File: config.mk
export PLATFORM = sky130hd
export DESIGN_NAME = fetch_unit_flat
export DESIGN_NICKNAME = d
export VERILOG_FILES = /design/src/rtl/fetch_unit_if.sv /design/src/rtl/fetch_unit.sv /design/src/flat_wrapper.sv
export SDC_FILE = /design/constraint.sdc
export NUM_CORES = 1
export LEC_CHECK = 0
export CAP_MARGIN = 0
export CORE_ASPECT_RATIO = 0.75
export CORE_MARGIN = 5
export CORE_UTILIZATION = 40
export DETAILED_ROUTE_END_ITERATION = 10
export GPL_ROUTABILITY_DRIVEN = 1
export PLACE_DENSITY = 0.79
export SYNTH_ARGS = -nofsm -noshare
export SYNTH_HDL_FRONTEND = slang
export SYNTH_SLANG_ARGS = --single-unit
File: constraint.sdc
create_clock -name clk -period 2.5 [get_ports clk]
set_input_delay 0.5 -clock clk [delete_from_list [all_inputs] [get_ports clk]]
set_output_delay 0.5 -clock clk [all_outputs]
set_load 0.01 [all_outputs]
File: src/rtl/fetch_unit_if.sv
// Fetch-stage bundle: PC side, program-memory read port and decode/execute handshake.
interface fetch_unit_if #(
  parameter int unsigned DATA_W = 8,
  parameter int unsigned ADDR_W = 8
);
  logic [ADDR_W-1:0] pc_value;
  logic              pc_inc;
  logic [ADDR_W-1:0] mem_addr;
  logic              mem_rd_req;
  logic              mem_rd_ack;
  logic [DATA_W-1:0] mem_rd_data;
  logic [DATA_W-1:0] instr_opcode;
  logic [DATA_W-1:0] instr_operand;
  logic [ADDR_W-1:0] instr_pc;
  logic              instr_valid;
  logic              instr_ready;
  logic              flush;

  modport master (
    input  pc_value, mem_rd_ack, mem_rd_data, instr_ready, flush,
    output pc_inc, mem_addr, mem_rd_req, instr_opcode, instr_operand, instr_pc, instr_valid
  );

  modport slave (
    output pc_value, mem_rd_ack, mem_rd_data, instr_ready, flush,
    input  pc_inc, mem_addr, mem_rd_req, instr_opcode, instr_operand, instr_pc, instr_valid
  );
endinterface

File: src/rtl/fetch_unit.sv
// Instruction fetch: reads opcode/operand bytes at the PC, steps the PC once per byte,
// and holds the assembled instruction until decode/execute accepts it or a flush occurs.
module fetch_unit #(
  parameter int unsigned DATA_W      = 8,
  parameter int unsigned ADDR_W      = 8,
  parameter int unsigned OPERAND_BIT = 7
) (
  input logic          clk,
  input logic          rst,
  fetch_unit_if.master bus
);

  typedef enum logic [2:0] {
    OP_REQ  = 3'd0,
    OP_INC  = 3'd1,
    ARG_REQ = 3'd2,
    ARG_INC = 3'd3,
    HOLD    = 3'd4
  } state_t;

  state_t state;
  state_t state_nxt;

  logic [DATA_W-1:0] opcode_q;
  logic [DATA_W-1:0] operand_q;
  logic [ADDR_W-1:0] ipc_q;
  logic              req_c;
  logic              inc_c;
  logic              valid_c;

  // State register
  always_ff @(posedge clk) begin
    if (rst) state <= OP_REQ;
    else     state <= state_nxt;
  end

  // Next state; flush always restarts at the (reloaded) PC
  always_comb begin
    state_nxt = state;
    if (bus.flush) begin
      state_nxt = OP_REQ;
    end else begin
      case (state)
        OP_REQ:  if (bus.mem_rd_ack) state_nxt = OP_INC;
        OP_INC:  state_nxt = opcode_q[OPERAND_BIT] ? ARG_REQ : HOLD;
        ARG_REQ: if (bus.mem_rd_ack) state_nxt = ARG_INC;
        ARG_INC: state_nxt = HOLD;
        HOLD:    if (bus.instr_ready) state_nxt = OP_REQ;
        default: state_nxt = OP_REQ;
      endcase
    end
  end

  // Outputs; inc is suppressed on flush so a jump load into the PC is never overridden
  always_comb begin
    req_c   = 1'b0;
    inc_c   = 1'b0;
    valid_c = 1'b0;
    case (state)
      OP_REQ, ARG_REQ: req_c   = !bus.flush && !rst;
      OP_INC, ARG_INC: inc_c   = !bus.flush && !rst;
      HOLD:            valid_c = 1'b1;
      default: ;
    endcase
  end

  // Instruction latches; acks during flush are discarded
  always_ff @(posedge clk) begin
    if (rst) begin
      opcode_q  <= '0;
      operand_q <= '0;
      ipc_q     <= '0;
    end else if (!bus.flush && bus.mem_rd_ack) begin
      if (state == OP_REQ) begin
        opcode_q  <= bus.mem_rd_data;
        operand_q <= '0;
        ipc_q     <= bus.pc_value;
      end else if (state == ARG_REQ) begin
        operand_q <= bus.mem_rd_data;
      end
    end
  end

  assign bus.mem_addr      = bus.pc_value;
  assign bus.mem_rd_req    = req_c;
  assign bus.pc_inc        = inc_c;
  assign bus.instr_valid   = valid_c;
  assign bus.instr_opcode  = opcode_q;
  assign bus.instr_operand = operand_q;
  assign bus.instr_pc      = ipc_q;

endmodule

File: src/flat_wrapper.sv
// flat-port wrapper written by rule: the top's interface ports become plain ports
module fetch_unit_flat 
#(
  parameter int unsigned DATA_W      = 8,
  parameter int unsigned ADDR_W      = 8,
  parameter int unsigned OPERAND_BIT = 7
)
  (clk, rst, bus_pc_value, bus_mem_rd_ack, bus_mem_rd_data, bus_instr_ready, bus_flush, bus_pc_inc, bus_mem_addr, bus_mem_rd_req, bus_instr_opcode, bus_instr_operand, bus_instr_pc, bus_instr_valid);
  fetch_unit_if #(.DATA_W(DATA_W), .ADDR_W(ADDR_W)) bus_i ();
  input logic clk;
  input logic rst;
  input wire logic [$bits(bus_i.pc_value)-1:0] bus_pc_value;
  input wire logic [$bits(bus_i.mem_rd_ack)-1:0] bus_mem_rd_ack;
  input wire logic [$bits(bus_i.mem_rd_data)-1:0] bus_mem_rd_data;
  input wire logic [$bits(bus_i.instr_ready)-1:0] bus_instr_ready;
  input wire logic [$bits(bus_i.flush)-1:0] bus_flush;
  output wire logic [$bits(bus_i.pc_inc)-1:0] bus_pc_inc;
  output wire logic [$bits(bus_i.mem_addr)-1:0] bus_mem_addr;
  output wire logic [$bits(bus_i.mem_rd_req)-1:0] bus_mem_rd_req;
  output wire logic [$bits(bus_i.instr_opcode)-1:0] bus_instr_opcode;
  output wire logic [$bits(bus_i.instr_operand)-1:0] bus_instr_operand;
  output wire logic [$bits(bus_i.instr_pc)-1:0] bus_instr_pc;
  output wire logic [$bits(bus_i.instr_valid)-1:0] bus_instr_valid;
  assign bus_i.pc_value = bus_pc_value;
  assign bus_i.mem_rd_ack = bus_mem_rd_ack;
  assign bus_i.mem_rd_data = bus_mem_rd_data;
  assign bus_i.instr_ready = bus_instr_ready;
  assign bus_i.flush = bus_flush;
  assign bus_pc_inc = bus_i.pc_inc;
  assign bus_mem_addr = bus_i.mem_addr;
  assign bus_mem_rd_req = bus_i.mem_rd_req;
  assign bus_instr_opcode = bus_i.instr_opcode;
  assign bus_instr_operand = bus_i.instr_operand;
  assign bus_instr_pc = bus_i.instr_pc;
  assign bus_instr_valid = bus_i.instr_valid;
  fetch_unit #(.DATA_W(DATA_W), .ADDR_W(ADDR_W), .OPERAND_BIT(OPERAND_BIT)) u_core (.clk(clk), .rst(rst), .bus(bus_i));
endmodule
### Yosys cells after proc, flatten, opt, wreduce, memory -nomap -nowiden

Index checks and enable logic that the tools add are counted.

| cells by class | value |
|---|---|
| muxes and demuxes | 10 |
| eq/ne operators | 7 |
| reductions and logical operators | 12 |

Operators with widths:

| kind | count |
|---|---|
| 8-bit 2-to-1 mux | 2 |
| 3-bit case mux with 5 select lines | 1 |
| 3-bit 2-to-1 mux | 4 |
| 3-bit by 2-bit == test with 1-bit output, second input constant | 2 |
| 2-bit != test, second input constant | 3 |
| 2-bit OR reduction | 3 |
| 2-bit AND reduction | 2 |
| 3-bit by 1-bit == test with 1-bit output, second input constant | 1 |
| 3-bit == test, second input constant | 1 |
| 3-bit zero test | 1 |
| 1-bit 2-to-1 mux | 3 |
| 3-bit AND reduction | 1 |
| 1-bit logical AND | 2 |
| 1-bit zero test | 2 |
| 2-bit nonzero test | 1 |

| word-level totals | value |
|---|---|
| output and inout port bits | 35 |
| logic and storage cells | 33 |
| register bits | 27 |
| bits of input ports | 21 |

### Logic depth before layout (Yosys ltp)

| logic depth | value |
|---|---|
| word-level depth | 3 |
| depth in mapped cells | 6 |
| gate-level depth less buffers | 3 |

### Least setup slack after synthesis

No wires, ideal clock.

| path | value |
|---|---|
| path type | in2out |
| from | input rst |
| to | output bus_pc_inc |
| path buffers | 1 |
| stages | 2 |
| required time | 2.000 ns |
| setup slack | 0.871 ns |
| arrival | 1.129 ns |
| cells stage by stage | clkbuf_1 > nor4b_1 |

| on the way | value |
|---|---|
| cells in the longest elaborated chain, start to end | 3 |

Ends and longest elaborated chain:

| item | line | RTL |
|---|---|---|
| start, declared | flat_wrapper.sv:11 | `input logic rst;` |
| 1-bit zero test | fetch_unit.sv:61 | `OP_INC, ARG_INC: inc_c = !bus.flush && !rst;` |
| 1-bit logical AND | fetch_unit.sv:61 |  |
| 1-bit 2-to-1 mux | fetch_unit.sv:59 | `case (state)` |
| end, declared | flat_wrapper.sv:17 | `output wire logic [$bits(bus_i.pc_inc)-1:0] bus_pc_inc;` |

No other way between the ends.

### Final worst setup path

| path | value |
|---|---|
| from | input bus_flush |
| to | output bus_mem_rd_req |

| on the way | value |
|---|---|
| cells in the longest elaborated chain, start to end | 3 |

Ends and longest elaborated chain:

| item | line | RTL |
|---|---|---|
| start, declared | flat_wrapper.sv:16 | `input wire logic [$bits(bus_i.flush)-1:0] bus_flush;` |
| 1-bit zero test | fetch_unit.sv:60 | `OP_REQ, ARG_REQ: req_c = !bus.flush && !rst;` |
| 1-bit logical AND | fetch_unit.sv:60 |  |
| 1-bit 2-to-1 mux | fetch_unit.sv:59 |  |
| end, declared | flat_wrapper.sv:19 | `output wire logic [$bits(bus_i.mem_rd_req)-1:0] bus_mem_rd_req;` |

No other way between the ends.

==> impl_results.md <==
- Status: complete, no violations
- Tmin final: 2.37 ns
- Yosys warns: 0
- CTS Sinks: 27
- GRT Util Overall: 15.3%
- Nets: 201
- Leakage: 0.570 nW
- Worst-case reg-to-reg path depth: 4
- VDD IR-drop max: 0.425 mV
- # hold bufs at CTS: 0
- Area growth syn-to-layout: 47.4%
- Hold Path Depth: 2
- Switch share: 24.5%
- Global placer's final weighted congestion: 0.685
- Die height: 57.2 um
- CP required: 2.00 ns
- Initial antenna violation count: 0
- Max Slew Vio Count: 0
- Syn Std Cell Area: 0.00119 sq mm
- Largest net degree at the start of global routing: 43
- Synth cell types: 23
- Final hold vios: 0
- Syn_nets: 156
- N_diodes: 0
- Number of remaining DRC errors: 0
- Routed wire per std cell: 14.0 um
- GR Overflow Total: 0
- Via count: 1097
- CP Cell Sequence: clkdlybuf4s50_1, nor4_2, clkdlybuf4s50_1
- Fmax: 422 MHz
- Yosys reg bits: 27
- Syn_area_per_cell: 8.80 sq um
- Maximum Capacitance Violations: 0
- Dpl cells: 213
- Cell internal pwr: 635 uW
- Setup slack after layout: 0.130 ns
- Initial DRC Count: 56
- Largest family of logic cells by synthesized area: simple AND/OR/NAND/NOR gates
- CP arrival: 1.87 ns
- Post-synthesis xor/xnor area fraction: 0%
- Rel. slew slack: 75.9%
- Core area: 0.00289 sq mm
- Crit path buf inv count: 2
- CTS max path bufs: 2
- Synth Area in Compound Gates: 17.9%
- Num CTS Buffers: 3
- Crit Path Class: in -> out
- Port bufs: 55
- Rows: 17
- CTS tree: done
- Root buffer cell: clkbuf_8
- Final period util: 94.8%
- Setup TNS: 0 ns
- Worst path depth: 3
- RSZ-0062 raised after global routing: false
- IO Count: 56
- Detail-routed via count per cell: 5.06
- Worst-Margin Slew: 0.360 ns
- Die Width: 72.9 um
- Routed WL: 3040 um
- Dpl ws: 0.0561 ns
- Switch Pwr: 206 uW
- Simple-Gate Fraction of Synth Area: 23.6%
- Fillers: 258
- Non-Filler Instances: 217
- Critical path startpoint category: primary input
- Final HPWL DP: 2240 um
- Die area: 0.00417 sq mm
- Drt first pass iters: 4
- Share of cells above drive strength 1: 7.82%
- CP endpoint kind: output port
- CP peak stage delay: 0.62 ns
- Routed Antenna Nets: 0
- Worst-path clk slew: 0.10 ns
- Number of global-route vias before repair: 1108
- Multiplexer share of the synthesized area: 0.948%
- Clock Skews: 0.00546 ns
- Max Fanout on Critical Path: 3
- Pwr per Cell Area: 481 mW/mm^2
- Post-Synth Adder-Cell Area: 0%
- Final setup violation count: 0
- Initial core utilization: 41.0%
- First-pass GRT wire length: 5120 um
- Clk pwr share: 30.0%
- Most Frequent Cell on Critical Path: clkdlybuf4s50_1
- Top Family by Delay on Critical Path: buffers and inverters
- Critical-path top delay cell: clkdlybuf4s50_1
- Clock latency on the worst-skew pair: 0.27 ns
- Sequential Power Share: 53.6%
- Syn Inst Count: 135
- Worst Hold Class: reg -> reg
- Register area share after synthesis: 45.5%
- H-tree depth: 1
- Gate power share: 16.4%
flip-flops by register name, summed over array words and instances, names as in the netlist:
| name | count |
|---|---|
| u_core.bus.instr_opcode | 8 |
| u_core.bus.instr_operand | 8 |
| u_core.bus.instr_pc | 8 |
| u_core.state | 3 |
area by class of cell:
cell class | count | area [sq um] | area share [%]
clock buffer | 3 | 41.3 | 2.36
multi-input combinational | 85 | 510 | 29.2
tap | 38 | 47.5 | 2.72
sequential | 27 | 541 | 30.9
inverter | 2 | 7.51 | 0.429
clock inverter | 1 | 7.51 | 0.429
timing repair buffer | 61 | 596 | 34.0
power by group through the flow:
| stage | logic, mW | clock network [mW] | registers (mW) |
|---|---|---|---|
| floorplan | 0.0590 | 0 | 0.465 |
| global placement | 0.135 | 0 | 0.460 |
| detailed placement | 0.139 | 0 | 0.461 |
| CTS | 0.139 | 0.260 | 0.451 |
| global route | 0.150 | 0.276 | 0.453 |
| finish | 0.138 | 0.252 | 0.451 |
synthesized netlist by cell type:
cell type | number | area (sq um)
a21oi_1 | 24 | 120
and2_1 | 1 | 6.26
o21ai_1 | 11 | 55.1
nand3_1 | 8 | 40.0
nand2_1 | 9 | 33.8
nor4_1 | 3 | 18.8
or4b_1 | 1 | 10.0
buf_2 | 3 | 15.0
nand3b_1 | 16 | 120
nor4b_4 | 1 | 23.8
buf_4 | 8 | 60.1
mux2_2 | 1 | 11.3
dfxtp_1 | 27 | 541
nor3_1 | 1 | 5.00
o21ai_2 | 1 | 8.76
inv_1 | 2 | 7.51
buf_6 | 3 | 33.8
o21ai_0 | 4 | 20.0
nand2b_1 | 1 | 6.26
clkbuf_1 | 7 | 26.3
nor3b_1 | 1 | 7.51
nor4b_1 | 1 | 8.76
a32oi_1 | 1 | 8.76
cells in the final DEF, fill, tap and decap left out:
cell type	netlist	routed
clkbuf_8	0	3
a21oi_1	24	24
nand3_1	8	8
a32oi_1	1	1
o21ai_1	11	11
clkinvlp_4	0	1
clkdlybuf4s50_1	0	55
inv_1	2	2
nor4_2	0	1
nor3b_1	1	1
buf_4	8	6
nor4_1	3	2
dfxtp_1	27	27
nor3_1	1	1
nand2_1	9	9
nand3b_1	16	16
and2_1	1	1
nand2b_1	1	1
nor4b_1	1	1
o21ai_2	1	1
mux2_2	1	1
nor4b_4	1	1
o21ai_0	4	4
or4b_1	1	1
layer usage:
| layer | global-route usage (%) | vias to the layer above | routed length [um] |
|---|---|---|---|
| met5 | 0 | - | 0 |
| met4 | 3.42 | 0 | 38 |
| met3 | 6.87 | 4 | 247 |
| met2 | 25.6 | 36 | 1510 |
| met1 | 18.0 | 501 | 1240 |
| li1 | - | 556 | - |
path summary, 6_finish.rpt:
check / from / end / slack (ns)
worst max-delay path: bus_flush / bus_mem_rd_req / 0.13
worst min-delay path: u_core.bus.instr_operand[7]$_SDFFE_PP0P_ / u_core.bus.instr_operand[7]$_SDFFE_PP0P_ / 0.46
worst max register to register: u_core.state[2]$_SDFFE_PP0P_ / u_core.bus.instr_pc[1]$_SDFFE_PP0P_ / 0.94
worst min register to register: u_core.bus.instr_operand[7]$_SDFFE_PP0P_ / u_core.bus.instr_operand[7]$_SDFFE_PP0P_ / 0.46
worst register-to-register path: stages, from the launching register on:
cell and delay, ns:
dfxtp_1 0.41, or4b_1 0.54, buf_4 0.23, o21ai_0 0.18
a21oi_1 0.09
cells by family (layout without fill, tap and decap cells):
family,Yosys count,after routing
compound gates,41,41
buf+inv,23,67
flops,27,27
mux,1,1
simple gates,43,43
what timing repair did:
| item | CTS | global route |
|---|---|---|
| setup buffers | 0 | 0 |
| gates resized for setup | 0 | 1 |
| endpoints found under the setup margin | 0 | 1 |
metrics by stage:
stage	hold WS, ns	util [%]	area [sq um]	total power, mW
6_report	0.455	60.5	1750	0.841
5_1_grt	0.481	60.5	1750	0.879
4_1_cts	0.458	60.3	1740	0.851
3_5_place_dp	0.444	58.6	1700	0.600
3_3_place_gp	0.439	58.6	1700	0.595
2_1_floorplan	0.476	-	1190	0.524
Note: power is estimated with default switching activity, not from simulation.
